File: config.mk
export PLATFORM = sky130hd
export DESIGN_NAME = fetch_unit_flat
export DESIGN_NICKNAME = d
export VERILOG_FILES = /design/src/rtl/fetch_unit_if.sv /design/src/rtl/fetch_unit.sv /design/src/flat_wrapper.sv
export SDC_FILE = /design/constraint.sdc
export NUM_CORES = 1
export LEC_CHECK = 0
export BUFFER_PORTS_ARGS = -buffer_cell sky130_fd_sc_hd__buf_2
export CAP_MARGIN = 20
export CORE_ASPECT_RATIO = 1.25
export CORE_MARGIN = 10
export CORE_UTILIZATION = 50
export CTS_BUF_LIST = sky130_fd_sc_hd__clkbuf_4 sky130_fd_sc_hd__clkbuf_8 sky130_fd_sc_hd__clkbuf_16
export CTS_CLUSTER_SIZE = 40
export DETAILED_ROUTE_END_ITERATION = 6
export MAX_ROUTING_LAYER = met4
export PLACE_DENSITY = 0.89
export SYNTH_ARGS = -nofsm -noshare
export SYNTH_HDL_FRONTEND = slang
export SYNTH_SLANG_ARGS = --single-unit
export TNS_END_PERCENT = 50
File: constraint.sdc
create_clock -name clk -period 2.15 [get_ports clk]
set_input_delay 0.3225 -clock clk [delete_from_list [all_inputs] [get_ports clk]]
set_output_delay 0.3225 -clock clk [all_outputs]
set_load 0.005 [all_outputs]
File: src/rtl/fetch_unit_if.sv
// rtl/fetch_unit_if.sv - fetch unit memory and issue bus
interface fetch_unit_if #(
    parameter int WORD_SIZE = 16
);
    // Instruction memory read port
    logic                 mem_req;
    logic [WORD_SIZE-1:0] mem_addr;
    logic                 mem_ready;
    logic [WORD_SIZE-1:0] mem_rdata;

    // Issue port towards the decision/execute stages
    logic [WORD_SIZE-1:0] instruction;
    logic [WORD_SIZE-1:0] peek_jump_address;
    logic [WORD_SIZE-1:0] program_counter_address;
    logic [WORD_SIZE-1:0] new_address;
    logic                 instr_valid;
    logic                 instr_ready;
    logic                 halted;

    // Fetch unit side
    modport master (
        output mem_req, mem_addr,
        input  mem_ready, mem_rdata,
        output instruction, peek_jump_address, program_counter_address,
        output instr_valid, halted,
        input  new_address, instr_ready
    );

    // Memory / downstream side
    modport slave (
        input  mem_req, mem_addr,
        output mem_ready, mem_rdata,
        input  instruction, peek_jump_address, program_counter_address,
        input  instr_valid, halted,
        output new_address, instr_ready
    );
endinterface

File: src/rtl/fetch_unit.sv
// rtl/fetch_unit.sv - instruction fetch stage with jump-target peek (optional HALT via FETCH_HALT_EN)
module fetch_unit #(
    parameter int                   WORD_SIZE     = 16,
    parameter logic [WORD_SIZE-1:0] RESET_ADDRESS = '0
) (
    input  logic          clk,
    input  logic          reset,
    fetch_unit_if.master  bus
);

    localparam logic [WORD_SIZE-1:0] WORD_STEP  = WORD_SIZE'(2);
    localparam logic [WORD_SIZE-1:0] ALIGN_MASK = ~WORD_SIZE'(1);
    localparam logic [7:0]           JUMP_LO    = 8'h14;
    localparam logic [7:0]           JUMP_HI    = 8'h24;

    typedef enum logic [1:0] {
        FETCH_INSTR = 2'd0,
        FETCH_PEEK  = 2'd1,
        ISSUE       = 2'd2
`ifdef FETCH_HALT_EN
        , HALTED    = 2'd3
`endif
    } state_t;

    state_t               state_q;
    logic [WORD_SIZE-1:0] pc_q;
    logic [WORD_SIZE-1:0] instruction_q;
    logic [WORD_SIZE-1:0] peek_q;
    logic [WORD_SIZE-1:0] pca_q;
    logic                 instr_valid_q;
    logic [7:0]           rdata_opcode;
    logic                 rdata_is_jump;
    logic [WORD_SIZE-1:0] peek_addr;

    // Opcode sits in the top byte of the word; jump opcodes need an operand word
    assign rdata_opcode  = bus.mem_rdata[WORD_SIZE-1 -: 8];
    assign rdata_is_jump = (rdata_opcode >= JUMP_LO) && (rdata_opcode <= JUMP_HI);
    assign peek_addr     = pc_q + WORD_STEP;

    // Request is decoded from the state so the address is stable until mem_ready;
    // reset gates it so nothing is requested in the reset cycle
    assign bus.mem_req  = ~reset & ((state_q == FETCH_INSTR) || (state_q == FETCH_PEEK));
    assign bus.mem_addr = (state_q == FETCH_PEEK) ? peek_addr : pc_q;

    assign bus.instruction             = instruction_q;
    assign bus.peek_jump_address       = peek_q;
    assign bus.program_counter_address = pca_q;
    assign bus.instr_valid             = instr_valid_q;

`ifdef FETCH_HALT_EN
    logic halted_q;
    logic issue_is_halt;

    assign issue_is_halt = (instruction_q[WORD_SIZE-1 -: 8] == 8'hFF);
    assign bus.halted    = halted_q;
`else
    assign bus.halted    = 1'b0;
`endif

    // Fetch FSM: instruction read, optional operand read, then hold until accepted
    always_ff @(posedge clk) begin
        if (reset) begin
            state_q       <= FETCH_INSTR;
            pc_q          <= RESET_ADDRESS;
            instruction_q <= '0;
            peek_q        <= '0;
            pca_q         <= '0;
            instr_valid_q <= 1'b0;
`ifdef FETCH_HALT_EN
            halted_q      <= 1'b0;
`endif
        end else begin
            case (state_q)
                FETCH_INSTR: begin
                    if (bus.mem_ready) begin
                        instruction_q <= bus.mem_rdata;
                        if (rdata_is_jump) begin
                            state_q <= FETCH_PEEK;
                        end else begin
                            peek_q        <= '0;
                            pca_q         <= pc_q;
                            instr_valid_q <= 1'b1;
                            state_q       <= ISSUE;
                        end
                    end
                end
                FETCH_PEEK: begin
                    // The PC handed on points at the operand word, so a
                    // non-taken jump resolves past it
                    if (bus.mem_ready) begin
                        peek_q        <= bus.mem_rdata;
                        pca_q         <= peek_addr;
                        instr_valid_q <= 1'b1;
                        state_q       <= ISSUE;
                    end
                end
                ISSUE: begin
                    if (bus.instr_ready) begin
                        instr_valid_q <= 1'b0;
`ifdef FETCH_HALT_EN
                        if (issue_is_halt) begin
                            halted_q <= 1'b1;
                            state_q  <= HALTED;
                        end else begin
                            pc_q    <= bus.new_address & ALIGN_MASK;
                            state_q <= FETCH_INSTR;
                        end
`else
                        pc_q    <= bus.new_address & ALIGN_MASK;
                        state_q <= FETCH_INSTR;
`endif
                    end
                end
`ifdef FETCH_HALT_EN
                HALTED: begin
                    state_q <= HALTED;
                end
`endif
                default: begin
                    state_q <= FETCH_INSTR;
                end
            endcase
        end
    end

endmodule

File: src/flat_wrapper.sv
// flat-port wrapper written by rule: the top's interface ports become plain ports
module fetch_unit_flat 
#(
    parameter int                   WORD_SIZE     = 16,
    parameter logic [WORD_SIZE-1:0] RESET_ADDRESS = '0
)
  (clk, reset, bus_mem_req, bus_mem_addr, bus_mem_ready, bus_mem_rdata, bus_instruction, bus_peek_jump_address, bus_program_counter_address, bus_instr_valid, bus_halted, bus_new_address, bus_instr_ready);
  fetch_unit_if #(.WORD_SIZE(WORD_SIZE)) bus_i ();
  input  logic clk;
  input  logic reset;
  output wire logic [$bits(bus_i.mem_req)-1:0] bus_mem_req;
  output wire logic [$bits(bus_i.mem_addr)-1:0] bus_mem_addr;
  input wire logic [$bits(bus_i.mem_ready)-1:0] bus_mem_ready;
  input wire logic [$bits(bus_i.mem_rdata)-1:0] bus_mem_rdata;
  output wire logic [$bits(bus_i.instruction)-1:0] bus_instruction;
  output wire logic [$bits(bus_i.peek_jump_address)-1:0] bus_peek_jump_address;
  output wire logic [$bits(bus_i.program_counter_address)-1:0] bus_program_counter_address;
  output wire logic [$bits(bus_i.instr_valid)-1:0] bus_instr_valid;
  output wire logic [$bits(bus_i.halted)-1:0] bus_halted;
  input wire logic [$bits(bus_i.new_address)-1:0] bus_new_address;
  input wire logic [$bits(bus_i.instr_ready)-1:0] bus_instr_ready;
  assign bus_mem_req = bus_i.mem_req;
  assign bus_mem_addr = bus_i.mem_addr;
  assign bus_i.mem_ready = bus_mem_ready;
  assign bus_i.mem_rdata = bus_mem_rdata;
  assign bus_instruction = bus_i.instruction;
  assign bus_peek_jump_address = bus_i.peek_jump_address;
  assign bus_program_counter_address = bus_i.program_counter_address;
  assign bus_instr_valid = bus_i.instr_valid;
  assign bus_halted = bus_i.halted;
  assign bus_i.new_address = bus_new_address;
  assign bus_i.instr_ready = bus_instr_ready;
  fetch_unit #(.WORD_SIZE(WORD_SIZE), .RESET_ADDRESS(RESET_ADDRESS)) u_core (.clk(clk), .reset(reset), .bus(bus_i));
endmodule
==> flow_results.org <==
** Setup path
- Worst Setup End Kind :: output port
- On the critical path, the stage with the largest delay is an instance of dfxtp_2.
- Of all nets on the critical path, the largest fanout is 6.
- Category of the worst setup path launch point :: flip-flop
- Largest stage delay, worst path :: 0.34 ns
- Buffer and inverter count on the worst path :: 5
- STA puts the critical path data required time at 1.83 ns.
- Among the stages of the critical path, the cell type that occurs most often is buf_6.
- Traced cell by cell, the critical path runs through inv_2 > ha_4 > buf_6 > nand4_1 > buf_6 > nor4_2 > xnor2_1 > inv_1 > buf_2.
- Among cell families on the critical path, the largest total delay comes from buffers and inverters.
- Critical path class :: reg -> out
- Data arrives at the worst endpoint at 1.85 ns.

** Timing
- Total negative setup slack :: -0.0216 ns
- The number of endpoints with negative hold slack in the final report was 0.
- In this run the tightest slew margin relative to its limit is 0.519.
- Fraction of the cycle the final worst path needs :: 1.01
- Smallest setup slack after layout :: -0.0196 ns
- Actual transition at the worst max-transition pin :: 0.721 ns
- Worst Skew :: 0.0115 ns
- RSZ-0062 raised after global routing :: true
- Final Slew Violations :: 0
- Derived from the worst setup path, the maximum achievable clock frequency is 461 MHz.
- Setup violations remaining at the end of the flow were counted as 2.
- Counting I/O delays and the setup requirement, the final critical path takes 2.17 ns.

** Logic synthesis
- Portion of synthesized cell area occupied by the leading cell type :: 0.420
- Top post-synthesis cells by area :: dfxtp_1 (42%), nand2_1 (8.6%), a21oi_1 (8.1%)
- The mapped netlist covers 3100 um2.
- Averaged over all synthesized cells, the footprint is 8.40 um2.
- After technology mapping, the gate count stands at 369.
- Synth warn :: 0
- Flip-flop and latch count after synthesis :: 65
- Sequential area share after synthesis :: 0.420
- Post-synth cell types :: 41
- Cell taking the most area after synthesis :: dfxtp_1

** GRT
- Across every metal layer, demand over resource in global routing totals 0.192.
- Entering global routing, the biggest net connects 35 pins.
- Total gr overflow :: 0
- Via count of the first global-routing pass :: 3,194
- Number of antenna violations at the first check in global routing :: 0
- The first global-routing pass estimated 15,100 um of wire.

** Pwr
- Maximum vdd ir drop :: 0.515 mV
- Static leakage :: 1.66 nW
- Power spread over the standard cell area amounts to 711 nW/um2.
- Total power for the finished layout comes to 2.82 mW.

** CTS
- The clock tree synthesis step divided the H-tree into 3 levels.
- Root buffer cell :: clkbuf_8
- The clock net in this run drives a total of 65 sinks.
- Maximum root-to-sink buffer count :: 2
- TritonCTS built the clock tree.
- After clock tree synthesis, the clock-pin slew on the worst setup and hold paths is 0.08 ns.
- TritonCTS created 9 clock buffers.
- Clock latency of the later-clocked register in the worst-skew pair :: 0.35 ns

** Floorplanning
- 103 I/O pins were placed.
- For this configuration, the core starts out at a cell density of 0.509.
- The floorplan step defined a core boundary enclosing 6090 um2.
- The die is 90.4 um wide.
- In this run the core area contains 32 standard-cell rows.
- The die is 108 um tall.
- The die covers 9770 um2.

** Place
- Routability-driven placement finished with a final weighted congestion of 0.820.
- Final HPWL DP :: 6610 um
- Buffers placed on the I/O ports in this run total 98.

** Final layout
- Area of combinational cells with multiple inputs :: 1680 um2
- The sequential cells in the finished layout cover a total of 1310 um2.
- Final-stage net count :: 505
- Of the cells placed in the final design, the portion with a size suffix greater than 1 is 0.354.
- Relative area change from synthesis to final layout :: 28.1%
- The layout has 493 filler cells.
- The repair_antennas step left the layout with diodes totalling 0.

** Detailed routing
- The final route contains 3,229 vias.
- For this block, the initial DRC count from the detailed router was 186.
- Post-route DRC violation count :: 0
- After detailed routing, the average wire length per cell comes to 17.2 um.
- Post-detailed-routing wire length :: 9520 um
- Dividing the detail-routed via count by the number of cells gives 5.83.
- Number of iterations in the first detailed-routing pass :: 6
- Antenna Nets Post-Route :: 0

** Min path
- The min-delay analysis places its worst path in the category in -> reg.

** Run
- Max-cap violations :: 0

** Status
- The flow ran to the end, but the final reports show violations.
- The final reports fail on setup timing.
-- path summary, 6_finish.rpt --
| path | from | endpoint | slack (ns) | cells past startpoint |
|---|---|---|---|---|
| max reg2reg | u_core.state_q[1] | u_core.bus.program_counter_address[6] | 0.15 | 9 |
| min reg2reg | u_core.bus.instruction[0] | u_core.bus.instruction[0] | 0.45 | 2 |
| max | u_core.state_q[1] | bus_mem_addr[14] | -0.02 | 9 |
| min | bus_new_address[15] | u_core.pc_q[15] | 0.20 | 3 |
-- flip-flops by register name, indices dropped and copies added, names as in the netlist --
register	flops
u_core.bus.instr_valid	1
u_core.bus.instruction	16
u_core.bus.peek_jump_address	16
u_core.bus.program_counter_address	15
u_core.pc_q	15
u_core.state_q	2
-- power by group --
| group | total (mW) | leakage (nW) | switching [mW] | internal, mW |
|---|---|---|---|---|
| sequential | 1.32 | 0.533 | 0.0470 | 1.27 |
| combinational | 0.468 | 1.04 | 0.279 | 0.189 |
| clock | 1.03 | 0.0875 | 0.503 | 0.532 |
-- final cells by class --
class / instances / share of cell area
clock buffers: 9 / 0.0312
clock inverters: 6 / 0.0176
inverters: 15 / 0.0142
multi-input cells: 259 / 0.424
flip-flops and latches: 65 / 0.329
well taps: 85 / 0.0268
repair buffers: 115 / 0.158
-- worst reg2reg max path, delay by kind of cell, from the launching register on --
kind / cells / cell delay (ns)
compound gates: 4 / 0.62
buf+inv: 4 / 0.60
flops: 1 / 0.35
fa+ha+maj: 1 / 0.28
-- layer usage --
| metal | global-route usage | vias to the layer above | part of all wire |
|---|---|---|---|
| met1 | 0.206 | 1499 | 0.38 |
| met4 | 0.0968 | 0 | 0.024 |
| li1 | - | 1512 | - |
| met2 | 0.324 | 185 | 0.50 |
| met5 | - | - | 0 |
| met3 | 0.0492 | 33 | 0.090 |
-- placed cells by master (no fill, tap or decap), types with 4 or more instances in the layout --
master and n:
a211oi_1 21, o211ai_1 16, nand2_1 71, inv_1 14, nor2_1 9, buf_4 15
nand4_1 5, o2111ai_1 14, a211oi_2 10, buf_2 98, nor3_1 5, clkbuf_8 9
a21oi_1 50, xnor2_1 12, dfxtp_1 61, dfxtp_2 4, nand3_1 4
-- what timing repair did --
item                       in CTS  in global routing
setup endpoints to repair      11                 25
pin swaps                       3                  3
setup buffers                   6                  1
resized for setup              14                  8
hold buffers                    0                  0
-- Yosys cell counts (all sizes together) --
cell type	n
nor2b	2
conb	1
a211oi	31
o21a	2
nand4	5
buf	14
o21ai	3
clkbuf	18
xnor2	13
o311ai	1
o2111ai	14
xor2	1
a2bb2oi	1
or3b	1
inv	15
and2	3
o211ai	16
o22ai	1
nor3	7
a21o	1
dfxtp	65
nor2	10
nor4	5
or2	2
or3	1
mux2	2
a21oi	52
ha	4
nand3	5
nand2	71
nand2b	2
-- kinds of logic (layout without fill, tap and decap cells) --
family | count (synthesis) | in the layout | synth area share
multiplexers | 2 | 2 | 0.00727
flip-flops | 65 | 65 | 0.420
other | 1 | 3 | 0.00121
XOR/XNOR | 14 | 14 | 0.0396
buffers and inverters | 47 | 145 | 0.0702
AND/OR/NAND/NOR | 114 | 114 | 0.162
AO/OA/AOI/OAI | 122 | 122 | 0.283
adder cells (fa/ha/maj) | 4 | 4 | 0.0161
-- metrics by stage --
stage,worst slack [ns],instances,instance area [um2],util,hold WS (ns)
after floorplan,0.402,371,3110,-,0.449
after global routing,-0.0786,554,3970,0.652,0.224
after detailed placement,0.0463,532,3620,0.594,0.444
after CTS,-0.0177,553,3920,0.644,0.198
final,-0.0196,554,3970,0.652,0.198
after global placement,0.193,532,3620,0.594,0.440
Power figures use the tool's default switching activity.
